[config.mk]
export PLATFORM = sky130hd
export DESIGN_NAME = prewish5k_mask_responder
export DESIGN_NICKNAME = d
export VERILOG_FILES = /design/src/rtl/prewish5k_pkg.sv /design/src/rtl/prewish5k_tick_gen.sv /design/src/rtl/prewish5k_mask_responder.sv
export SDC_FILE = /design/constraint.sdc
export NUM_CORES = 1
export LEC_CHECK = 0
export ABC_CLOCK_PERIOD_IN_PS = 7400
export CAP_MARGIN = 30
export CORE_MARGIN = 4
export CORE_UTILIZATION = 40
export DETAILED_ROUTE_END_ITERATION = 10
export SLEW_MARGIN = 30
export SYNTH_ARGS = -nofsm -noshare
export SYNTH_HDL_FRONTEND = slang
export SYNTH_HIERARCHICAL = 1
export SYNTH_SLANG_ARGS = --single-unit
export TNS_END_PERCENT = 50
[constraint.sdc]
create_clock -name i_clk -period 7.4 [get_ports i_clk]
set_clock_uncertainty 0.15 [all_clocks]
set_input_delay 1.48 -clock i_clk [delete_from_list [all_inputs] [get_ports i_clk]]
set_output_delay 1.48 -clock i_clk [all_outputs]
set_load 0.02 [all_outputs]
[src/rtl/prewish5k_pkg.sv]
// Shared constants and types for the prewish5k mask strobe path.
// The controller and the mask responder both import this package.
package prewish5k_pkg;

   localparam int MASK_W = 8;
   localparam int IDX_W  = 3;

   typedef enum logic {
      ST_IDLE = 1'b0,
      ST_RUN  = 1'b1
   } state_t;

   // Bit index that closes a pattern, and the index a new pattern starts at (MSB).
   localparam logic [IDX_W-1:0] IDX_LAST  = '0;
   localparam logic [IDX_W-1:0] IDX_FIRST = IDX_W'(MASK_W - 1);

   function automatic logic [IDX_W-1:0] idx_step(input logic [IDX_W-1:0] idx);
      return (idx == IDX_LAST) ? IDX_FIRST : idx - IDX_W'(1);
   endfunction

endpackage

[src/rtl/prewish5k_tick_gen.sv]
// Free-running prescaler that emits a one-cycle tick every 2^MASK_CLK_BITS clocks
// while enabled; the count is parked at zero whenever run is low.
module prewish5k_tick_gen #(
   parameter int MASK_CLK_BITS = 19
) (
   input  logic i_clk,
   input  logic RST_I,
   input  logic run,
   output logic tick
);

   logic [MASK_CLK_BITS-1:0] r_presc;

   always_ff @(posedge i_clk) begin
      if (!RST_I || !run) begin
         r_presc <= '0;
      end else begin
         r_presc <= r_presc + MASK_CLK_BITS'(1);
      end
   end

   assign tick = run && (&r_presc);

endmodule

[src/rtl/prewish5k_mask_responder.sv]
// Mask strobe target: accepts blink masks over STB/ACK, buffers one pending mask
// and plays the active mask MSB-first on the LED, swapping only at pattern boundaries.
module prewish5k_mask_responder
   import prewish5k_pkg::*;
#(
   parameter int MASK_CLK_BITS = 19,
   parameter int MASK_W        = prewish5k_pkg::MASK_W
) (
   input  logic              i_clk,
   input  logic              RST_I,
   input  logic              STB_I,
   input  logic [MASK_W-1:0] DAT_I,
   output logic              ACK_O,
   output logic              BUSY_O,
   output logic              o_led,
   output logic [IDX_W-1:0]  o_bitidx
);

   state_t            r_state;
   logic [MASK_W-1:0] r_active;
   logic [MASK_W-1:0] r_pending;
   logic              r_pend_v;
   logic [IDX_W-1:0]  r_idx;
   logic              r_ack;
   logic              r_led;

   logic              w_run;
   logic              w_tick;
   logic              w_boundary;
   logic              w_slot_free;
   logic              w_accept;
   logic [IDX_W-1:0]  w_idx_nxt;
   logic [MASK_W-1:0] w_active_nxt;

   assign w_run = (r_state == ST_RUN);

   prewish5k_tick_gen #(
      .MASK_CLK_BITS(MASK_CLK_BITS)
   ) u_tick_gen (
      .i_clk (i_clk),
      .RST_I (RST_I),
      .run   (w_run),
      .tick  (w_tick)
   );

   assign w_boundary = w_tick && (r_idx == IDX_LAST);

   // A full buffer still has room when the boundary drains it in this same cycle.
   assign w_slot_free = !w_run || !r_pend_v || w_boundary;
   assign w_accept    = STB_I && !r_ack && w_slot_free;

   assign w_idx_nxt    = w_tick ? idx_step(r_idx) : r_idx;
   assign w_active_nxt = (w_boundary && r_pend_v) ? r_pending : r_active;

   always_ff @(posedge i_clk) begin
      if (!RST_I) begin
         r_state   <= ST_IDLE;
         r_active  <= '0;
         r_pending <= '0;
         r_pend_v  <= 1'b0;
         r_idx     <= '0;
         r_ack     <= 1'b0;
         r_led     <= 1'b0;
      end else begin
         r_ack <= w_accept;
         case (r_state)
            ST_IDLE: begin
               if (w_accept) begin
                  r_state  <= ST_RUN;
                  r_active <= DAT_I;
                  r_idx    <= IDX_FIRST;
                  r_led    <= DAT_I[IDX_FIRST];
               end
            end
            ST_RUN: begin
               r_idx    <= w_idx_nxt;
               r_active <= w_active_nxt;
               // LED is registered from the next-cycle mask/index so it always mirrors active[idx].
               r_led    <= w_active_nxt[w_idx_nxt];
               if (w_accept) begin
                  r_pending <= DAT_I;
                  r_pend_v  <= 1'b1;
               end else if (w_boundary) begin
                  r_pend_v  <= 1'b0;
               end
            end
            default: begin
               r_state <= ST_IDLE;
            end
         endcase
      end
   end

   assign ACK_O    = r_ack;
   assign BUSY_O   = r_pend_v;
   assign o_led    = r_led;
   assign o_bitidx = r_idx;

endmodule

==> insert_results.sql, run 1 <==
INSERT INTO impl_metrics (metric_group, metric, value, unit) VALUES
('run_status', 'outcome', 'finished, final reports clean', ''),
('logic_synthesis', 'ys_types', '46', ''),
('detailed_routing', 'dr.max_layer_used', 'met4', ''),
('critical_path', 'rr_worst_depth', '8', ''),
('power_and_ir_drop', 'max-vdd-ir-drop', '0.0945', 'mV'),
('layout', 'final_nets', '256', ''),
('critical_path', 'cp_top_family', 'buffers and inverters', ''),
('sta', 'tightest_slew', '0.665', 'ns'),
('sta', 'grt_setup_unrepaired', 'false', ''),
('logic_synthesis', 'ys.flop_type', 'sky130_fd_sc_hd__dfxtp_1', ''),
('detailed_routing', 'met3_length', '173', 'um'),
('detailed_routing', 'met1Wirelength', '2170', 'um'),
('logic_synthesis', 'synthesis_warning_total', '6', ''),
('global_routing', 'grt_max_degree', '19', ''),
('critical_path', 'worst-setup-path-type', 'primary input to flop', ''),
('global_routing', 'grt_overflow', '0', ''),
('detailed_routing', 'route.met2.wl', '1780', 'um'),
('floorplan', 'die_h', '78.4', 'um'),
('floorplan', 'die_area', '6140', 'um^2'),
('layout', 'layout.core_utilization', '48.1', '%'),
('layout', 'areaGrowthSynthToFinish', '15.4', '%'),
('layout', 'antenna_cells_inserted', '0', ''),
('floorplan', 'number_of_rows_in_the_core_area', '25', ''),
('clock_tree', 'cts_post_setup_buffers_inserted', '0', ''),
('global_routing', 'grt_pass1_vias', '1503', ''),
('global_routing', 'grt_antenna_before_repair', '0', ''),
('sta', 'setup_failing_eps_final', '0', ''),
('global_routing', 'combined_global_route_utilization_of_all_metal_layers', '14.9', '%'),
('clock_tree', 'clk_pin_slew_worst_setup_hold_paths', '0.08', 'ns'),
('logic_synthesis', 'ys_seq_area_share', '42.5', '%'),
('sta', 'max-slew-margin-rel', '55.3', '%'),
('clock_tree', 'cts_made_buffers', '5', ''),
('sta', 'final-hold-violation-count', '0', ''),
('logic_synthesis', 'syn_avg_cell_area', '8.65', 'um^2'),
('detailed_routing', 'drc_errors', '0', ''),
('flow_run', 'drv.max_cap_violation_count', '0', ''),
('floorplan', 'design.core.area', '4750', 'um^2'),
('detailed_routing', 'wl', '4170', 'um'),
('critical_path', 'worst_setup_path_end_kind', 'flop', ''),
('logic_synthesis', 'synth-edff-count', '0', ''),
('critical_path', 'worst_setup_path_start_kind', 'primary input', ''),
('layout', 'share_of_cells_above_drive_strength_1', '7.41', '%'),
('detailed_routing', 'drt-initial-drc-count', '47', ''),
('logic_synthesis', 'synth_nets', '243', ''),
('floorplan', 'num_io_pins', '17', ''),
('layout', 'fill_cells', '493', ''),
('critical_path', 'timing.critical_path.cells', 'clkdlybuf4s50_1 > inv_1 > or4_1 > o32a_1 > o311ai_1', ''),
('critical_path', 'worst-path-buf-inv', '2', ''),
('logic_synthesis', 'share_of_flip_flops_with_an_asynchronous_set_or_reset', '0', '%'),
('detailed_routing', 'routedWlPerCell', '13.4', 'um'),
('critical_path', 'max_stage_delay', '0.83', 'ns'),
('worst_hold_path', 'holdCritPathClass', 'flop to flop', ''),
('placement', 'detailed_place_hpwl', '2900', 'um'),
('clock_tree', 'clockBufferDepth', '2', ''),
('worst_hold_path', 'hold_path.startpoint', 'u_tick_gen/r_presc[0]', ''),
('power_and_ir_drop', 'cell_pwr_density', '200', 'nW/um^2'),
('logic_synthesis', 'summed_instance_area_of_the_synthesized_netlist', '1980', 'um^2'),
('placement', 'place_area', '2180', 'um^2'),
('critical_path', 'slowest_stage', 'sky130_fd_sc_hd__clkdlybuf4s50_1', ''),
('critical_path', 'path_max_fanout', '16', ''),
('clock_tree', 'cts-htree-levels', '2', ''),
('clock_tree', 'clock_tree_from_tritoncts', 'done', ''),
('sta', 'final.period_utilization', '47.0', '%'),
('critical_path', 'reg2reg_to', 'r_active[0]', ''),
('floorplan', 'initial_util', '41.7', '%'),
('clock_tree', 'cts_sinks', '42', ''),
('logic_synthesis', 'ys_ff_latch', '42', ''),
('sta', 'timing_max_transition_violations_final', '0', ''),
('sta', 'timing.setup.tns', '0', 'ns'),
('floorplan', 'die_width', '78.4', 'um'),
('sta', 'final_period_minus_worst_setup_slack', '3.48', 'ns');
[Yosys cell counts (2+ instances only)]
cell | number | area share (%)
sky130_fd_sc_hd__nor2_1 | 44 | 8.3
sky130_fd_sc_hd__o31ai_1 | 5 | 1.9
sky130_fd_sc_hd__buf_4 | 2 | 0.76
sky130_fd_sc_hd__a221oi_1 | 2 | 0.88
sky130_fd_sc_hd__xnor2_1 | 7 | 3.1
sky130_fd_sc_hd__nor4_1 | 3 | 0.95
sky130_fd_sc_hd__or3_1 | 2 | 0.63
sky130_fd_sc_hd__a21oi_1 | 10 | 2.5
sky130_fd_sc_hd__or4_1 | 4 | 1.5
sky130_fd_sc_hd__mux2i_1 | 12 | 6.1
sky130_fd_sc_hd__nand3b_1 | 2 | 0.76
sky130_fd_sc_hd__o221ai_1 | 7 | 3.1
sky130_fd_sc_hd__nand3_1 | 8 | 2.0
sky130_fd_sc_hd__nand2_1 | 16 | 3.0
sky130_fd_sc_hd__xor2_1 | 4 | 1.8
sky130_fd_sc_hd__buf_2 | 3 | 0.76
sky130_fd_sc_hd__dfxtp_1 | 42 | 42
sky130_fd_sc_hd__nor2b_1 | 2 | 0.63
sky130_fd_sc_hd__a31oi_1 | 2 | 0.63
sky130_fd_sc_hd__ha_1 | 3 | 1.9
sky130_fd_sc_hd__clkbuf_1 | 4 | 0.76
sky130_fd_sc_hd__o21ai_0 | 4 | 1.0
sky130_fd_sc_hd__a211oi_1 | 3 | 1.1
sky130_fd_sc_hd__and3_1 | 4 | 1.3
sky130_fd_sc_hd__nand4_1 | 5 | 1.6
sky130_fd_sc_hd__nor3_1 | 2 | 0.51
sky130_fd_sc_hd__inv_1 | 8 | 1.5
[stage by stage]
stage / hold WS, ns / instances / setup slack [ns]
after floorplan: 0.276 / 229 / 4.62
after global placement: 0.292 / 302 / 3.64
after detailed placement: 0.304 / 302 / 3.63
after CTS: 0.323 / 310 / 3.95
after global routing: 0.361 / 310 / 3.79
final: 0.322 / 310 / 3.92
[state kept, by name (all words and copies together) (netlist names)]
signal and count:
u_tick_gen/r_presc 19, r_active 8, r_pending 8, o_bitidx 3
ACK_O 1, BUSY_O 1, o_led 1, r_state 1
[placed cells by master (no fill, tap or decap), drive strengths merged, types with 4 or more instances in the layout]
cell	n
clkdlybuf4s50	16
mux2i	12
a21oi	11
xor2	4
nor2	44
nand2	16
nand4	6
dfxtp	42
clkbuf	6
o21ai	5
or4	4
o221ai	7
and3	4
o31ai	5
xnor2	7
nand3	9
inv	9
[cell families after synthesis]
family          synth area share, %
fa+ha+maj                      1.90
mux                            6.63
simple gates                   24.4
buf+inv                        4.23
flops                          42.5
xor+xnor                       4.86
compound gates                 15.5
[worst max-delay path by stage]
stage,startpoint,endpoint,cells past startpoint
final,RST_I,o_led,5
after global routing,RST_I,o_led,5
after CTS,RST_I,o_led,5
after detailed placement,RST_I,o_led,5
after global placement,RST_I,o_led,5
after floorplan,u_tick_gen/r_presc[0],o_led,11
[power breakdown]
part           switching [W]  total [W]  internal [W]
Clock              0.0000815   0.000157     0.0000751
Combinational      0.0000301  0.0000564     0.0000263
Sequential        0.00000853   0.000244      0.000235
Total               0.000120   0.000457      0.000336
[cell type report]
type / count / area [um^2] / area share (%)
tap: 67 / 83.8 / 3.67
multi-input combinational: 168 / 1070 / 46.9
sequential: 42 / 841 / 36.8
inverter: 9 / 33.8 / 1.48
clock inverter: 2 / 12.5 / 0.548
clock buffer: 6 / 82.6 / 3.61
timing repair buffer: 16 / 160 / 7.01
[routing by layer]
layer,vias to the layer above,global-route usage (%)
met4,0,5.77
met1,748,20.7
met2,22,22.1
met3,4,3.78
met5,-,0
li1,842,-
No activity file was read; power rests on OpenSTA's default activity.
==> run 2: changes to the inputs <==
Settings changed: ABC_CLOCK_PERIOD_IN_PS 7400 to 3600.
Clock period 7.4 ns to 3.6 ns, I/O delays scaled along.
==> run 2 against run 1 <==
Net effect:
- sequential share of layout area shrank 0.52 points
- non-clock buffer count is 4 higher
- design area up 1.4%
- clock power is 130% higher
- cell count grew 1.3%
- clock-buffer cell count grew 1
- global-route usage shrank 0.28 points
- sequential power grew 100%
- worst hold slack worse by 0.0019 ns
- via count is 2.8% higher
- total power grew 120%
- setup slack worse by 3.1 ns
==> insert_results.sql, run 2 (synthesis gave the netlist of run 1 again) <==
INSERT INTO impl_metrics (metric_group, metric, value, unit) VALUES
('run_status', 'outcome', 'finished, final reports clean', ''),
('flow_run', 'drv.max_cap_violation_count', '0', ''),
('placement', 'detailed_place_hpwl', '2910', 'um'),
('critical_path', 'timing.critical_path.cells', 'ha_1 > nand3_1 > or2_1 > nor4_2 > buf_4 > nand3b_1 > o31a_1 > or4_1 > o32a_1 > o311ai_1', ''),
('power_and_ir_drop', 'power.switching_fraction', '23.9', '%'),
('detailed_routing', 'detailed_route_vias_per_instance', '5.29', ''),
('global_routing', 'grt_pass1_vias', '1545', ''),
('detailed_routing', 'dr.max_layer_used', 'met4', ''),
('global_routing', 'global_route_wire_length_before_repair', '7230', 'um'),
('critical_path', 'crit_required', '3.65', 'ns'),
('critical_path', 'critical_path_depth', '10', ''),
('power_and_ir_drop', 'p_leak', '0.800', 'nW'),
('layout', 'final_nets', '260', ''),
('detailed_routing', 'wl', '4140', 'um'),
('placement', 'place.detailed.instances', '306', ''),
('detailed_routing', 'routedWlPerCell', '13.2', 'um'),
('power_and_ir_drop', 'max-vdd-ir-drop', '0.213', 'mV'),
('layout', 'max_flop_register', 'u_tick_gen/r_presc', ''),
('placement', 'finalWeightedCongestion', '0.765', ''),
('global_routing', 'combined_global_route_utilization_of_all_metal_layers', '14.6', '%'),
('sta', 'fmax', '360', 'MHz'),
('critical_path', 'worst_setup_path_start_kind', 'flop', ''),
('global_routing', 'grt_max_degree', '19', ''),
('global_routing', 'grt_overflow', '0', ''),
('clock_tree', 'postCtsHoldBufs', '0', ''),
('power_and_ir_drop', 'internal-power', '0.000748', 'W'),
('layout', 'fill_cells', '495', ''),
('sta', 'final-hold-violation-count', '0', ''),
('detailed_routing', 'ant_nets', '0', ''),
('layout', 'layout_commonest_cell', 'sky130_fd_sc_hd__nor2_1', ''),
('floorplan', 'initial_util', '41.7', '%'),
('critical_path', 'cp_top_family', 'simple AND/OR/NAND/NOR gates', ''),
('clock_tree', 'cts_made_buffers', '5', ''),
('sta', 'holdWs', '0.320', 'ns'),
('global_routing', 'grt_antenna_before_repair', '0', ''),
('sta', 'tightest_slew', '0.636', 'ns'),
('sta', 'final_period_minus_worst_setup_slack', '2.77', 'ns'),
('sta', 'final.period_utilization', '77.1', '%'),
('power_and_ir_drop', 'clockPowerShare', '36.9', '%'),
('clock_tree', 'worstSkewPairLatency', '0.29', 'ns'),
('critical_path', 'critical_path.reg2reg.startpoint', 'u_tick_gen/r_presc[0]', ''),
('floorplan', 'num_io_pins', '17', ''),
('detailed_routing', 'num_vias', '1661', ''),
('critical_path', 'worst-path-buf-inv', '1', ''),
('floorplan', 'die_area', '6140', 'um^2'),
('placement', 'port_buffers', '16', ''),
('critical_path', 'worst-setup-path-type', 'flop to flop', ''),
('sta', 'max-slew-margin-rel', '57.5', '%'),
('layout', 'antenna_cells_inserted', '0', ''),
('sta', 'grt_setup_unrepaired', 'false', ''),
('layout', 'biggestRegsByFlops', 'u_tick_gen/r_presc: 19 flops, r_active: 8 flops, r_pending: 8 flops', ''),
('worst_hold_path', 'min_delay_worst_endpoint', 'u_tick_gen/r_presc[0]', ''),
('layout', 'number_of_flip_flops_in_the_largest_register', '19', ''),
('floorplan', 'die_h', '78.4', 'um'),
('floorplan', 'number_of_rows_in_the_core_area', '25', ''),
('layout', 'areaGrowthSynthToFinish', '17.0', '%'),
('sta', 'setup_failing_eps_final', '0', ''),
('critical_path', 'arrival', '2.82', 'ns'),
('placement', 'place_area', '2210', 'um^2'),
('power_and_ir_drop', 'power.switching', '0.000235', 'W'),
('clock_tree', 'clockBufferDepth', '2', ''),
('sta', 'timing.setup.tns', '0', 'ns'),
('power_and_ir_drop', 'p_total', '0.000983', 'W'),
('clock_tree', 'cts-htree-levels', '2', ''),
('critical_path', 'max_stage_delay', '0.47', 'ns'),
('layout', 'post-route-cell-area', '2320', 'um^2'),
('critical_path', 'rr_worst_depth', '10', ''),
('clock_tree', 'cts_post_setup_buffers_inserted', '0', ''),
('critical_path', 'reg2reg_slack', '0.83', 'ns'),
('sta', 'timing_max_transition_violations_final', '0', ''),
('detailed_routing', 'drc_errors', '0', ''),
('worst_hold_path', 'hold_path.startpoint', 'u_tick_gen/r_presc[0]', ''),
('clock_tree', 'clock_tree_from_tritoncts', 'done', ''),
('critical_path', 'reg2reg_to', 'o_led', ''),
('clock_tree', 'clk_pin_slew_worst_setup_hold_paths', '0.08', 'ns'),
('worst_hold_path', 'holdCritPathClass', 'flop to flop', ''),
('power_and_ir_drop', 'power.combinational.fraction', '12.5', '%'),
('detailed_routing', 'met1Wirelength', '2150', 'um'),
('layout', 'final_cell_count_no_fill', '314', ''),
('critical_path', 'worst_setup_path_end_kind', 'flop', ''),
('worst_hold_path', 'worst_hold_path.num_cells', '1', ''),
('power_and_ir_drop', 'seq_power_share', '50.6', '%'),
('clock_tree', 'clock_tree.root_cell', 'sky130_fd_sc_hd__clkbuf_8', ''),
('clock_tree', 'cts_sinks', '42', ''),
('layout', 'most-common-layout-cells', 'sky130_fd_sc_hd__nor2_1 (44), sky130_fd_sc_hd__dfxtp_1 (42), sky130_fd_sc_hd__nand2_1 (16), sky130_fd_sc_hd__clkdlybuf4s50_1 (16), sky130_fd_sc_hd__mux2i_1 (12)', ''),
('detailed_routing', 'drt-initial-drc-count', '118', ''),
('floorplan', 'die_width', '78.4', 'um'),
('layout', 'share_of_cells_above_drive_strength_1', '8.10', '%'),
('clock_tree', 'postCtsResizedCells', '0', ''),
('power_and_ir_drop', 'cell_pwr_density', '424', 'nW/um^2'),
('critical_path', 'slowest_stage', 'sky130_fd_sc_hd__or4_1', ''),
('floorplan', 'design.core.area', '4750', 'um^2'),
('detailed_routing', 'drt_first_pass_iters', '4', ''),
('critical_path', 'path_max_fanout', '14', ''),
('detailed_routing', 'met3_length', '233', 'um'),
('detailed_routing', 'route.met2.wl', '1700', 'um');
-- run 2: cell types whose count changed in the layout (fill, tap and decap cells not counted), sizes merged --
cell	before	now
buf	0	4
clkinvlp	1	0
clkbuf	6	7
bufinv	0	1
clkinv	1	0
-- run 2: how the worst max path moves through the flow --
| stage | startpoint | endpoint |
|---|---|---|
| 3_5_place_dp | u_tick_gen/r_presc[0] | r_active[0] |
| 3_3_place_gp | u_tick_gen/r_presc[0] | o_led |
| 6_report | u_tick_gen/r_presc[0] | o_led |
| 4_1_cts | u_tick_gen/r_presc[0] | o_led |
| 5_1_grt | u_tick_gen/r_presc[0] | r_active[6] |
| 2_1_floorplan | u_tick_gen/r_presc[0] | o_led |
-- run 2: power groups by stage --
stage	clock (W)	sequential [W]	combinational, W
3_3_place_gp	0	0.000508	0.000121
5_1_grt	0.000391	0.000500	0.000139
2_1_floorplan	0	0.000513	0.0000705
4_1_cts	0.000372	0.000497	0.000124
6_report	0.000363	0.000497	0.000123
3_5_place_dp	0	0.000508	0.000123
-- run 2: cell type report --
type	count	area, um^2	share of cell area, %
Timing Repair Buffer	20	190	8.21
Multi-Input combinational cell	168	1060	45.8
Tap cell	67	83.8	3.62
Inverter	9	33.8	1.46
Sequential cell	42	841	36.3
Clock buffer	7	76.3	3.29
Clock inverter	1	30.0	1.30
-- run 2: metrics by stage --
stage               setup slack (ns)  util, %
detailed placement             0.863     46.5
floorplan                      0.820        -
global route                   0.597     48.7
CTS                            0.824     48.7
global placement               0.891     46.5
finish                         0.826     48.7
-- run 2: routing by layer --
layer  up-vias  global-route usage [%]
met5         -                       0
met3         4                    4.24
met2        41                    21.1
li1        852                       -
met4         0                    5.07
met1       764                    20.8
==> run 3: changes to the inputs <==
Settings changed: ABC_CLOCK_PERIOD_IN_PS 3600 to 2300.
Clock period 3.6 ns to 2.3 ns, I/O delays scaled along.
==> run 3 against run 2 <==
Net effect:
- the run now ends with setup timing left
- sequential share of layout area fell by 4.1 points
- fmax rose by 20%
- largest power group unchanged
- non-clock buffer count rose by 29
- largest cell class unchanged
- critical endpoint unchanged
- clock power rose by 93%
- global-route usage rose by 1.7 points
- design area rose by 13%
==> insert_results.sql, run 3 (synthesis gave the netlist of run 1 again) <==
INSERT INTO impl_metrics (metric_group, metric, value, unit) VALUES
('power_and_ir_drop', 'cell_pwr_density', '645', 'nW/um^2'),
('sta', 'final.period_utilization', '101', '%'),
('floorplan', 'design.core.area', '4750', 'um^2'),
('clock_tree', 'postCtsHoldBufs', '0', ''),
('run_status', 'violations', 'setup timing', ''),
('layout', 'most-common-layout-cells', 'sky130_fd_sc_hd__nor2_1 (44), sky130_fd_sc_hd__dfxtp_1 (38), sky130_fd_sc_hd__buf_4 (31)', ''),
('layout', 'max_flop_register', 'u_tick_gen/r_presc', ''),
('critical_path', 'arrival', '2.36', 'ns'),
('layout', 'fill_cells', '467', ''),
('detailed_routing', 'drc_errors', '0', ''),
('sta', 'final_period_minus_worst_setup_slack', '2.31', 'ns'),
('clock_tree', 'clk_pin_slew_worst_setup_hold_paths', '0.09', 'ns'),
('layout', 'biggestRegsByFlops', 'u_tick_gen/r_presc: 19 flops, r_active: 8 flops, r_pending: 8 flops', ''),
('sta', 'timing_max_transition_violations_final', '0', ''),
('sta', 'max-slew-margin-rel', '69.8', '%'),
('power_and_ir_drop', 'max-vdd-ir-drop', '0.371', 'mV'),
('clock_tree', 'clock_tree.root_cell', 'sky130_fd_sc_hd__clkbuf_8', ''),
('layout', 'antenna_cells_inserted', '0', ''),
('critical_path', 'crit_required', '2.35', 'ns'),
('placement', 'finalWeightedCongestion', '0.796', ''),
('critical_path', 'worst_setup_path_start_kind', 'flop', ''),
('detailed_routing', 'drt_first_pass_iters', '4', ''),
('clock_tree', 'clockBufferDepth', '2', ''),
('layout', 'layout.core_utilization', '55.2', '%'),
('global_routing', 'grt_overflow', '0', ''),
('floorplan', 'number_of_rows_in_the_core_area', '25', ''),
('global_routing', 'grt_pass1_vias', '1744', ''),
('flow_run', 'drv.max_cap_violation_count', '0', ''),
('clock_tree', 'cts_sinks', '42', ''),
('sta', 'final-hold-violation-count', '0', ''),
('placement', 'place_area', '2450', 'um^2'),
('sta', 'grt_setup_unrepaired', 'true', ''),
('floorplan', 'die_h', '78.4', 'um'),
('layout', 'final_nets', '289', ''),
('detailed_routing', 'wl', '4510', 'um'),
('layout', 'number_of_flip_flops_in_the_largest_register', '19', ''),
('detailed_routing', 'detailed_route_vias_per_instance', '5.15', ''),
('critical_path', 'path_max_fanout', '10', ''),
('floorplan', 'die_width', '78.4', 'um'),
('floorplan', 'initial_util', '41.7', '%'),
('global_routing', 'grt_max_degree', '18', ''),
('run_status', 'outcome', 'complete, but fails checks', ''),
('worst_hold_path', 'holdCritPathClass', 'flop to flop', ''),
('clock_tree', 'cts-htree-levels', '2', ''),
('layout', 'layout_commonest_cell', 'sky130_fd_sc_hd__nor2_1', ''),
('global_routing', 'global_route_wire_length_before_repair', '7960', 'um'),
('detailed_routing', 'ant_nets', '0', ''),
('critical_path', 'worst_setup_path_end_kind', 'flop', ''),
('floorplan', 'num_io_pins', '17', ''),
('sta', 'fmax', '432', 'MHz'),
('floorplan', 'die_area', '6140', 'um^2'),
('global_routing', 'grt_antenna_before_repair', '0', ''),
('placement', 'detailed_place_hpwl', '3230', 'um'),
('critical_path', 'worst-setup-path-type', 'flop to flop', ''),
('layout', 'share_of_cells_above_drive_strength_1', '22.1', '%'),
('sta', 'post-route-worst-setup-slack', '-0.0136', 'ns'),
('sta', 'setup_failing_eps_final', '1', ''),
('layout', 'post-route-cell-area', '2630', 'um^2'),
('layout', 'areaGrowthSynthToFinish', '32.6', '%'),
('clock_tree', 'worstSkewPairLatency', '0.30', 'ns'),
('clock_tree', 'cts_made_buffers', '5', ''),
('global_routing', 'combined_global_route_utilization_of_all_metal_layers', '16.3', '%'),
('detailed_routing', 'drt-initial-drc-count', '149', ''),
('clock_tree', 'clock_tree_from_tritoncts', 'done', ''),
('sta', 'tightest_slew', '0.449', 'ns'),
('detailed_routing', 'routedWlPerCell', '13.1', 'um'),
('placement', 'port_buffers', '16', ''),
('power_and_ir_drop', 'p_leak', '0.992', 'nW'),
('detailed_routing', 'num_vias', '1768', '');
==> run 3: cell types whose count changed in the layout (fill, tap and decap cells not counted), moves of 2 or more <==
| cell | before | now |
|---|---|---|
| sky130_fd_sc_hd__buf_4 | 4 | 31 |
| sky130_fd_sc_hd__clkbuf_1 | 2 | 0 |
| sky130_fd_sc_hd__dfxtp_1 | 42 | 38 |
| sky130_fd_sc_hd__dfxtp_2 | 0 | 4 |
| sky130_fd_sc_hd__nand2_1 | 16 | 14 |
| sky130_fd_sc_hd__nand2_2 | 0 | 2 |
==> run 3: report_power, final <==
| part | switching, W | internal, W |
|---|---|---|
| clock network | 0.000266 | 0.000435 |
| registers | 0.0000193 | 0.000757 |
| logic | 0.000113 | 0.000105 |
==> run 3: area by class of cell <==
cell class / instances / area (um^2) / share of cell area [%]
Clock buffer: 5 / 68.8 / 2.62
Clock inverter: 3 / 68.8 / 2.62
Inverter: 9 / 33.8 / 1.29
Multi-Input combinational cell: 168 / 1100 / 41.9
Sequential cell: 42 / 846 / 32.2
Tap cell: 67 / 83.8 / 3.19
Timing Repair Buffer: 49 / 424 / 16.2
==> run 3: repair_timing <==
action,in CTS,in global routing
setup buffers,2,0
gates resized for setup,1,6
setup endpoints to repair,1,9
pin swaps,1,0
==> run 3: per-layer routing <==
metal	up-vias	track usage (%)	routed length [um]	part of all wire, %
met5	-	0	0	0
met4	0	5.94	27	0.60
met3	2	4.01	180	4.0
met2	39	24.7	1910	42
met1	814	22.3	2390	53
li1	913	-	-	-
==> run 3: metrics by stage <==
| stage | setup TNS [ns] | power, W | hold WS (ns) | worst slack [ns] | cells |
|---|---|---|---|---|---|
| finish | -0.0136 | 0.00169 | 0.326 | -0.0136 | 343 |
| global route | -0.143 | 0.00178 | 0.354 | -0.143 | 343 |
| CTS | -0.0223 | 0.00171 | 0.336 | -0.0223 | 343 |
| detailed placement | -0.0604 | 0.00101 | 0.313 | -0.0604 | 333 |
| global placement | 0 | 0.00101 | 0.311 | 0.0186 | 333 |
| floorplan | -0.0511 | 0.000917 | 0.278 | -0.0511 | 229 |
==> run 3: worst paths after layout <==
kind                                from     endpoint  slack (ns)  depth (start not counted)
setup / recovery  u_tick_gen/r_presc[11]        o_led       -0.01                          9
hold / removal               r_active[5]  r_active[5]        0.33                          2
setup reg to reg  u_tick_gen/r_presc[11]        o_led       -0.01                          9
hold reg to reg              r_active[5]  r_active[5]        0.33                          2
==> run 3: critical path, cell delays in order, from the launching register on <==
cell                       delay, ns
sky130_fd_sc_hd__dfxtp_2        0.33
sky130_fd_sc_hd__and4_4         0.23
sky130_fd_sc_hd__nand4_1        0.15
sky130_fd_sc_hd__nor4_4         0.30
sky130_fd_sc_hd__buf_6          0.17
sky130_fd_sc_hd__nand3b_1       0.08
sky130_fd_sc_hd__o31a_1         0.10
sky130_fd_sc_hd__or4_1          0.46
sky130_fd_sc_hd__o32a_1         0.18
sky130_fd_sc_hd__o311ai_1       0.07
